File: src/rtl/axi_burst_scheduler.sv
// Round-robin scheduler sharing one AXI burst master between NUM_REQ requesters.
// Optional watchdog abort enabled by defining AXI_BURST_SCHED_TIMEOUT_EN.
module axi_burst_scheduler #(
    parameter int unsigned NUM_REQ        = 2,
    parameter int unsigned ADDR_WIDTH     = 32,
    parameter logic [2:0]  DEF_SIZE       = 3'b010,
    parameter logic [1:0]  DEF_BURST      = 2'b01,
    parameter int unsigned TIMEOUT_CYCLES = 1024
) (
    input  logic                          clk,
    input  logic                          reset,
    input  logic [NUM_REQ-1:0]            req,
    input  logic [NUM_REQ-1:0]            req_write,
    input  logic [NUM_REQ*ADDR_WIDTH-1:0] req_addr,
    input  logic [NUM_REQ*8-1:0]          req_len,
    output logic [NUM_REQ-1:0]            grant,
    output logic [NUM_REQ-1:0]            done,
    output logic                          err,
    output logic                          busy,
    output logic                          start_write,
    output logic                          start_read,
    output logic [ADDR_WIDTH-1:0]         write_addr,
    output logic [ADDR_WIDTH-1:0]         read_addr,
    output logic [31:0]                   write_len,
    output logic [31:0]                   read_len,
    output logic [2:0]                    write_size,
    output logic [2:0]                    read_size,
    output logic [1:0]                    write_burst,
    output logic [1:0]                    read_burst,
    input  logic                          awvalid,
    input  logic                          awready,
    input  logic                          arvalid,
    input  logic                          arready,
    input  logic                          bvalid,
    input  logic                          bready,
    input  logic                          rvalid,
    input  logic                          rready,
    input  logic                          rlast
);

    localparam int unsigned PTR_W = (NUM_REQ > 1) ? $clog2(NUM_REQ) : 1;

    localparam logic [1:0] S_IDLE  = 2'd0;
    localparam logic [1:0] S_ISSUE = 2'd1;
    localparam logic [1:0] S_WAIT  = 2'd2;
    localparam logic [1:0] S_DONE  = 2'd3;

    logic [1:0]         state;
    logic [PTR_W-1:0]   rr_ptr;
    logic               owner_write;
    logic               found;
    logic [PTR_W-1:0]   win;
    logic [PTR_W-1:0]   cand;
    logic [NUM_REQ-1:0] win_onehot;
    logic               addr_hs;
    logic               resp_hs;

    // Scan upward from rr_ptr+1; the winner becomes the new rr_ptr, so rr_ptr also names the owner.
    always_comb begin
        found = 1'b0;
        win   = rr_ptr;
        cand  = '0;
        for (int unsigned i = 1; i <= NUM_REQ; i++) begin
            cand = PTR_W'((32'(rr_ptr) + i) % NUM_REQ);
            if (!found && req[cand]) begin
                found = 1'b1;
                win   = cand;
            end
        end
        win_onehot = NUM_REQ'(1) << win;
    end

    assign addr_hs = owner_write ? (awvalid & awready) : (arvalid & arready);
    assign resp_hs = owner_write ? (bvalid & bready) : (rvalid & rready & rlast);

    assign busy        = (state != S_IDLE);
    assign write_size  = DEF_SIZE;
    assign read_size   = DEF_SIZE;
    assign write_burst = DEF_BURST;
    assign read_burst  = DEF_BURST;

`ifdef AXI_BURST_SCHED_TIMEOUT_EN
    logic [15:0] wd_cnt;
    logic        timed_out;

    assign timed_out = ((state == S_ISSUE) || (state == S_WAIT && !resp_hs)) &&
                       (wd_cnt == 16'(TIMEOUT_CYCLES - 1));
`else
    logic unused_timeout;

    assign err            = 1'b0;
    assign unused_timeout = ^TIMEOUT_CYCLES;
`endif

    always_ff @(posedge clk) begin
        if (reset) begin
            state       <= S_IDLE;
            rr_ptr      <= PTR_W'(NUM_REQ - 1);
            owner_write <= 1'b0;
            grant       <= '0;
            done        <= '0;
            start_write <= 1'b0;
            start_read  <= 1'b0;
            write_addr  <= '0;
            read_addr   <= '0;
            write_len   <= '0;
            read_len    <= '0;
        end else begin
            case (state)
                S_IDLE: begin
                    if (found) begin
                        grant       <= win_onehot;
                        rr_ptr      <= win;
                        owner_write <= req_write[win];
                        start_write <= req_write[win];
                        start_read  <= !req_write[win];
                        write_addr  <= req_addr[win*ADDR_WIDTH +: ADDR_WIDTH];
                        read_addr   <= req_addr[win*ADDR_WIDTH +: ADDR_WIDTH];
                        write_len   <= {24'd0, req_len[win*8 +: 8]};
                        read_len    <= {24'd0, req_len[win*8 +: 8]};
                        state       <= S_ISSUE;
                    end
                end
                S_ISSUE: begin
                    if (addr_hs) begin
                        start_write <= 1'b0;
                        start_read  <= 1'b0;
                        state       <= S_WAIT;
                    end
                end
                S_WAIT: begin
                    if (resp_hs) begin
                        done  <= grant;
                        state <= S_DONE;
                    end
                end
                default: begin
                    done  <= '0;
                    grant <= '0;
                    state <= S_IDLE;
                end
            endcase
`ifdef AXI_BURST_SCHED_TIMEOUT_EN
            // Watchdog overrides the case above; a genuine completion on the same edge wins.
            if (timed_out) begin
                start_write <= 1'b0;
                start_read  <= 1'b0;
                done        <= grant;
                state       <= S_DONE;
            end
`endif
        end
    end

`ifdef AXI_BURST_SCHED_TIMEOUT_EN
    always_ff @(posedge clk) begin
        if (reset) begin
            wd_cnt <= '0;
            err    <= 1'b0;
        end else begin
            if (state == S_IDLE) begin
                wd_cnt <= '0;
            end else if (state == S_ISSUE || state == S_WAIT) begin
                wd_cnt <= wd_cnt + 16'd1;
            end
            err <= timed_out;
        end
    end
`endif

endmodule

File: config.mk
export PLATFORM = sky130hd
export DESIGN_NAME = axi_burst_scheduler
export DESIGN_NICKNAME = d
export VERILOG_FILES = /design/src/rtl/axi_burst_scheduler.sv
export SDC_FILE = /design/constraint.sdc
export NUM_CORES = 1
export LEC_CHECK = 0
export CAP_MARGIN = 20
export CORE_MARGIN = 2
export CORE_UTILIZATION = 37
export DETAILED_ROUTE_END_ITERATION = 10
export PLACE_DENSITY = 0.89
export SYNTH_ARGS = -nofsm -noshare
export SYNTH_HDL_FRONTEND = slang
export SYNTH_SLANG_ARGS = --single-unit
File: constraint.sdc
create_clock -name clk -period 2.5 [get_ports clk]
set_input_delay 0.5 -clock clk [delete_from_list [all_inputs] [get_ports clk]]
set_output_delay 0.5 -clock clk [all_outputs]
set_load 0.01 [all_outputs]
# Word level (Yosys, flattened, before mapping)

Index checks and enable logic that the tools add are counted.

Bits of input ports: 95
Register bits after elaboration: 50
Logic and storage cells: 67
Output and inout port bits: 146

Shift-type cells: 3
$lt $le $gt $ge: 3
Equality and inequality tests: 5
$add $sub $neg: 2
Muxes and demuxes: 25
Bitwise gates (word level): 7
Reductions and logical operators: 13

Operators by type and width:

| kind                                                                          | count |
|---|---|
| 64-bit by 7-bit variable part select with 32-bit output                       | 1 |
| 16-bit by 5-bit variable part select with 8-bit output                        | 1 |
| 1-bit 2-to-1 mux                                                              | 15 |
| 2-bit 2-to-1 mux                                                              | 5 |
| 2-bit case mux with 2 select lines                                            | 2 |
| 1-bit by 2-bit less-than comparator with 1-bit output (second input constant) | 3 |
| 2-bit inequality test (second input constant)                                 | 3 |
| 2-bit case mux with 3 select lines                                            | 1 |
| 2-bit AND reduction                                                           | 3 |
| 3-bit AND reduction                                                           | 2 |
| 1-bit AND                                                                     | 5 |
| 1-bit case mux with 2 select lines                                            | 2 |
| 2-bit nonzero test                                                            | 2 |
| 2-bit OR reduction                                                            | 2 |
| 1-bit adder (second input constant)                                           | 2 |
| 2-bit by 1-bit equality test with 1-bit output (second input constant)        | 1 |
| 2-bit equality test (second input constant)                                   | 1 |
| 1-bit zero test                                                               | 2 |
| 2-bit zero test                                                               | 1 |
| 1-bit inverter                                                                | 2 |
| 1-bit by 1-bit << shifter with 2-bit output (first input constant)            | 1 |
| 1-bit logical AND                                                             | 1 |

# Longest topological paths before layout

Word-level depth: 12
Depth in mapped cells: 8
Gate-level depth less buffers: 6

# Worst setup path after synthesis

Ideal clock, no wire load.

Path type: register -> register
Start point: register state[1]
End point: register read_addr[1]
Library setup time: 0.086 ns
Required time: 2.414 ns
Cell stages (with the launch flop): 9
Data arrival time: 1.370 ns
Setup slack: 1.044 ns
Cell sequence: dfxtp_1 inv_1 ha_1 inv_1 nor2_1 buf_4 buf_2 nor2_1 a211oi_1

Word-level cells in the longest chain between the ends: 2

Ends and longest elaborated chain:

| item                                 | RTL line | RTL |
|---|---|---|
| start: declaration                   | 48       | `logic [1:0] state;` |
| start signal: assignment             | 97       | `state <= S_IDLE;` |
| start signal: assignment             | 121      | `state <= S_ISSUE;` |
| start signal: assignment             | 128      | `state <= S_WAIT;` |
| 2-bit zero test                      | 109      | `case (state)` |
| 2-bit AND reduction (no source line) | n/a      |  |
| end signal: assignment               | 118      | `read_addr <= req_addr[win*ADDR_WIDTH +: ADDR_WIDTH];` |
| end: declaration                     | 23       | `output logic [ADDR_WIDTH-1:0] read_addr,` |

Every way passes these cells.
A chain may end at the register's enable or synchronous reset.

# Final worst setup path

Start point: register state[0]
End point: output port busy

Word-level cells in the longest chain between the ends: 1

Ends and longest elaborated chain:

| item               | RTL line | RTL |
|---|---|---|
| 2-bit nonzero test | 76       | `assign busy = (state != S_IDLE);` |
| end: declaration   | 19       | `output logic busy,` |

Every way passes these cells.

==> out/metrics.yaml <==
run_status:
  status: "complete, no violations"
clocking:
  cts.clk_slew.worst_paths_ns: 0.09
  cts_hold_buf: 0
  cts-resized-gates: 0
  cts_sinks: 50
  cts_tree: "yes"
  cts_htree_levels: 2
  clock-root-buffer: "clkbuf_8"
  clock_latency_ns: 0.29
  cts_buffers: 5
  post_cts_buffers: 0
  clockBufferDepth: 2
setup_path:
  cp_max_fo: 5
  cpMostUsedCell: "inv_1"
  timing.rr.end: "read_addr[9]"
  cp_cell_sequence: "inv_1 > ha_1 > inv_1 > clkdlybuf4s50_1"
  slowest_stage: "clkdlybuf4s50_1"
  crit_type: "reg -> out"
  cpLargestDelayFamily: "buffers and inverters"
  max_stage_delay_ns: 0.55
  crit_arrival_ns: 1.67
  cp_data_required_time_ns: 2.00
  regToRegSetupSlack_ns: 0.81
  end_kind: "output port"
  rr_worst_depth: 7
  cp_num_buf_inv: 3
  start_kind: "register"
  r2r-start: "state[1]"
sta:
  finalClockSkew_ns: 0.003038
  slew_viol_final: 0
  fin_crit_sh: 0.8692
  min_period_ns: 2.173
  rsz0062_at_grt: "no"
  max_freq_mhz: 460.2
  timing.final.ws_setup_ns: 0.3270
  setup_viol: 0
  fin_setup_tns_ns: 0
  hold_violations: 0
  holdWs_ns: 0.4739
global_route:
  grt_usage: 0.1570
  antenna_found_initial: 0
  grt_overflow: 0
  grt_pass1_vias: 2527
  grt_max_degree: 49
  grt_pass1_wl_mm: 11.36
power_and_ir_drop:
  leakage_nw: 1.862
  irDropWorstVdd_v: 0.0005541
  p_per_area_nw_per_um2: 980.0
finish:
  fin_nets: 569
  finalNonFillerCells: 577
  syn_to_final_growth_pct: 45.79
  drive_gt1_frac: 0.05297
  num_antenna_cells: 0
  fin_area_um2: 4533
die:
  die-area_um2: 9153
  core_um2: 8175
  io_pins: 241
  die_h_um: 95.67
  chipWidth_um: 95.67
  start_util: 0.3803
  num_rows: 33
place:
  io_buffer_count: 181
  numPlacedInstances: 569
  place_area_um2: 4442
  dp_slack_ns: 0.3192
  hpwlAfterDp_mm: 6.124
  place_congestion: 0.7932
drt:
  vias: 2588
  postRouteAntennaNets: 0
  via_per_inst: 4.485
  dr.pass1.iters: 3
  wl_per_cell_um: 13.27
  drt_iter0_drc: 14
  drt-total-wl_mm: 7.654
  drc: 0
synth:
  synth_seq_cells: 50
  yosysWarnings: 0
  synth_cell_types: 30
  synthCells: 340
  syn_area_per_cell_um2: 9.145
  synth-seq-area-share: 0.3219
  syn_area_um2: 3109
hold_path:
  min_path_cells: 1
  min_to: "start_write"
  hold_start: "start_write"
  min_path_type: "reg -> reg"
run:
  maxCapViolCount: 0
layer usage:
layer | track usage | share of wire | vias to the layer above
li1 | - | - | 1272
met1 | 0.1734 | 0.39 | 1161
met2 | 0.2931 | 0.50 | 145
met3 | 0.04348 | 0.099 | 10
met4 | 0.04048 | 0.011 | 0
met5 | 0 | 0 | -
placed cells by master (no fill, tap or decap), types with 2 or more instances in the layout:
cell type and instances:
nand2_1 3, a31oi_1 2, mux2i_1 41, nor2_1 44
buf_4 3, a211oi_2 9, nand2b_1 3, dfxtp_1 50
nand3_1 5, o21ai_0 3, clkbuf_8 6, ha_1 3
conb_1 59, clkdlybuf4s50_1 180, a211oi_1 33, buf_12 2
a21oi_1 6, inv_1 5
worst reg2reg max path: stages (launching register included):
cell and delay [ns]:
dfxtp_1 0.32, inv_1 0.10, ha_1 0.26, inv_1 0.11
nor2_4 0.14, buf_4 0.35, nor2_1 0.10, a211oi_1 0.22
through the flow:
step | utilization | power [mW]
after global routing | 0.5545 | 4.773
final | 0.5545 | 4.443
after floorplan | - | 3.046
after detailed placement | 0.5433 | 4.000
after CTS | 0.5545 | 4.498
after global placement | 0.5433 | 3.936
where the power goes:
group / switching, mW / internal, mW / total, mW
Combinational: 1.20 / 1.44 / 2.63
Clock: 0.259 / 0.224 / 0.483
Sequential: 0.235 / 1.09 / 1.33
Total: 1.69 / 2.75 / 4.44
cell type report:
| class | count | area (um^2) |
|---|---|---|
| clock inverter | 1 | 5.005 |
| fill | 728 | 3642 |
| clock buffer | 7 | 86.33 |
| inverter | 5 | 18.77 |
| sequential | 50 | 1001 |
| multi-input combinational | 223 | 1421 |
| timing repair buffer | 186 | 1869 |
| tap | 105 | 131.4 |
Yosys cell counts (all sizes together):
cell,instances,area [um^2]
o2bb2ai,1,8.760
ha,3,37.54
nand2b,3,18.77
a21oi,6,30.03
nand4b,1,8.760
buf,113,879.6
mux2i,42,420.4
a211oi,42,360.4
or2,1,6.260
nand2,3,11.26
clkbuf,6,22.52
o211ai,1,7.510
dfxtp,50,1001
nand3,5,25.02
nor2,45,168.9
nand3b,1,7.510
nor3b,1,7.510
conb,2,7.510
a32o,1,10.01
inv,5,18.77
a41o,1,10.01
nor3,1,5.000
o21ai,3,15.01
a311oi,1,8.760
a31oi,2,12.51
cell families after synthesis:
kind of cell / synth area share
buffers and inverters: 0.2962
and+or+nand+nor: 0.08330
AOI/OAI and AO/OA: 0.1489
DFF: 0.3219
muxes: 0.1352
adders and majority gates: 0.01207
other: 0.002415
how the worst max path moves through the flow:
stage | startpoint | end | cells past startpoint
detailed placement | req[0] | write_len[5] | 6
global route | state[0] | busy | 4
finish | state[0] | busy | 4
floorplan | state[1] | read_addr[1] | 8
global placement | req[0] | read_addr[29] | 6
CTS | state[0] | busy | 4
flip-flops by register name, summed over array words and instances (netlist names):
| register | flops |
|---|---|
| read_addr | 32 |
| rr_ptr | 1 |
| start_read | 1 |
| grant | 2 |
| owner_write | 1 |
| start_write | 1 |
| write_len | 8 |
| done | 2 |
| state | 2 |
No activity file was read; power rests on OpenSTA's default activity.
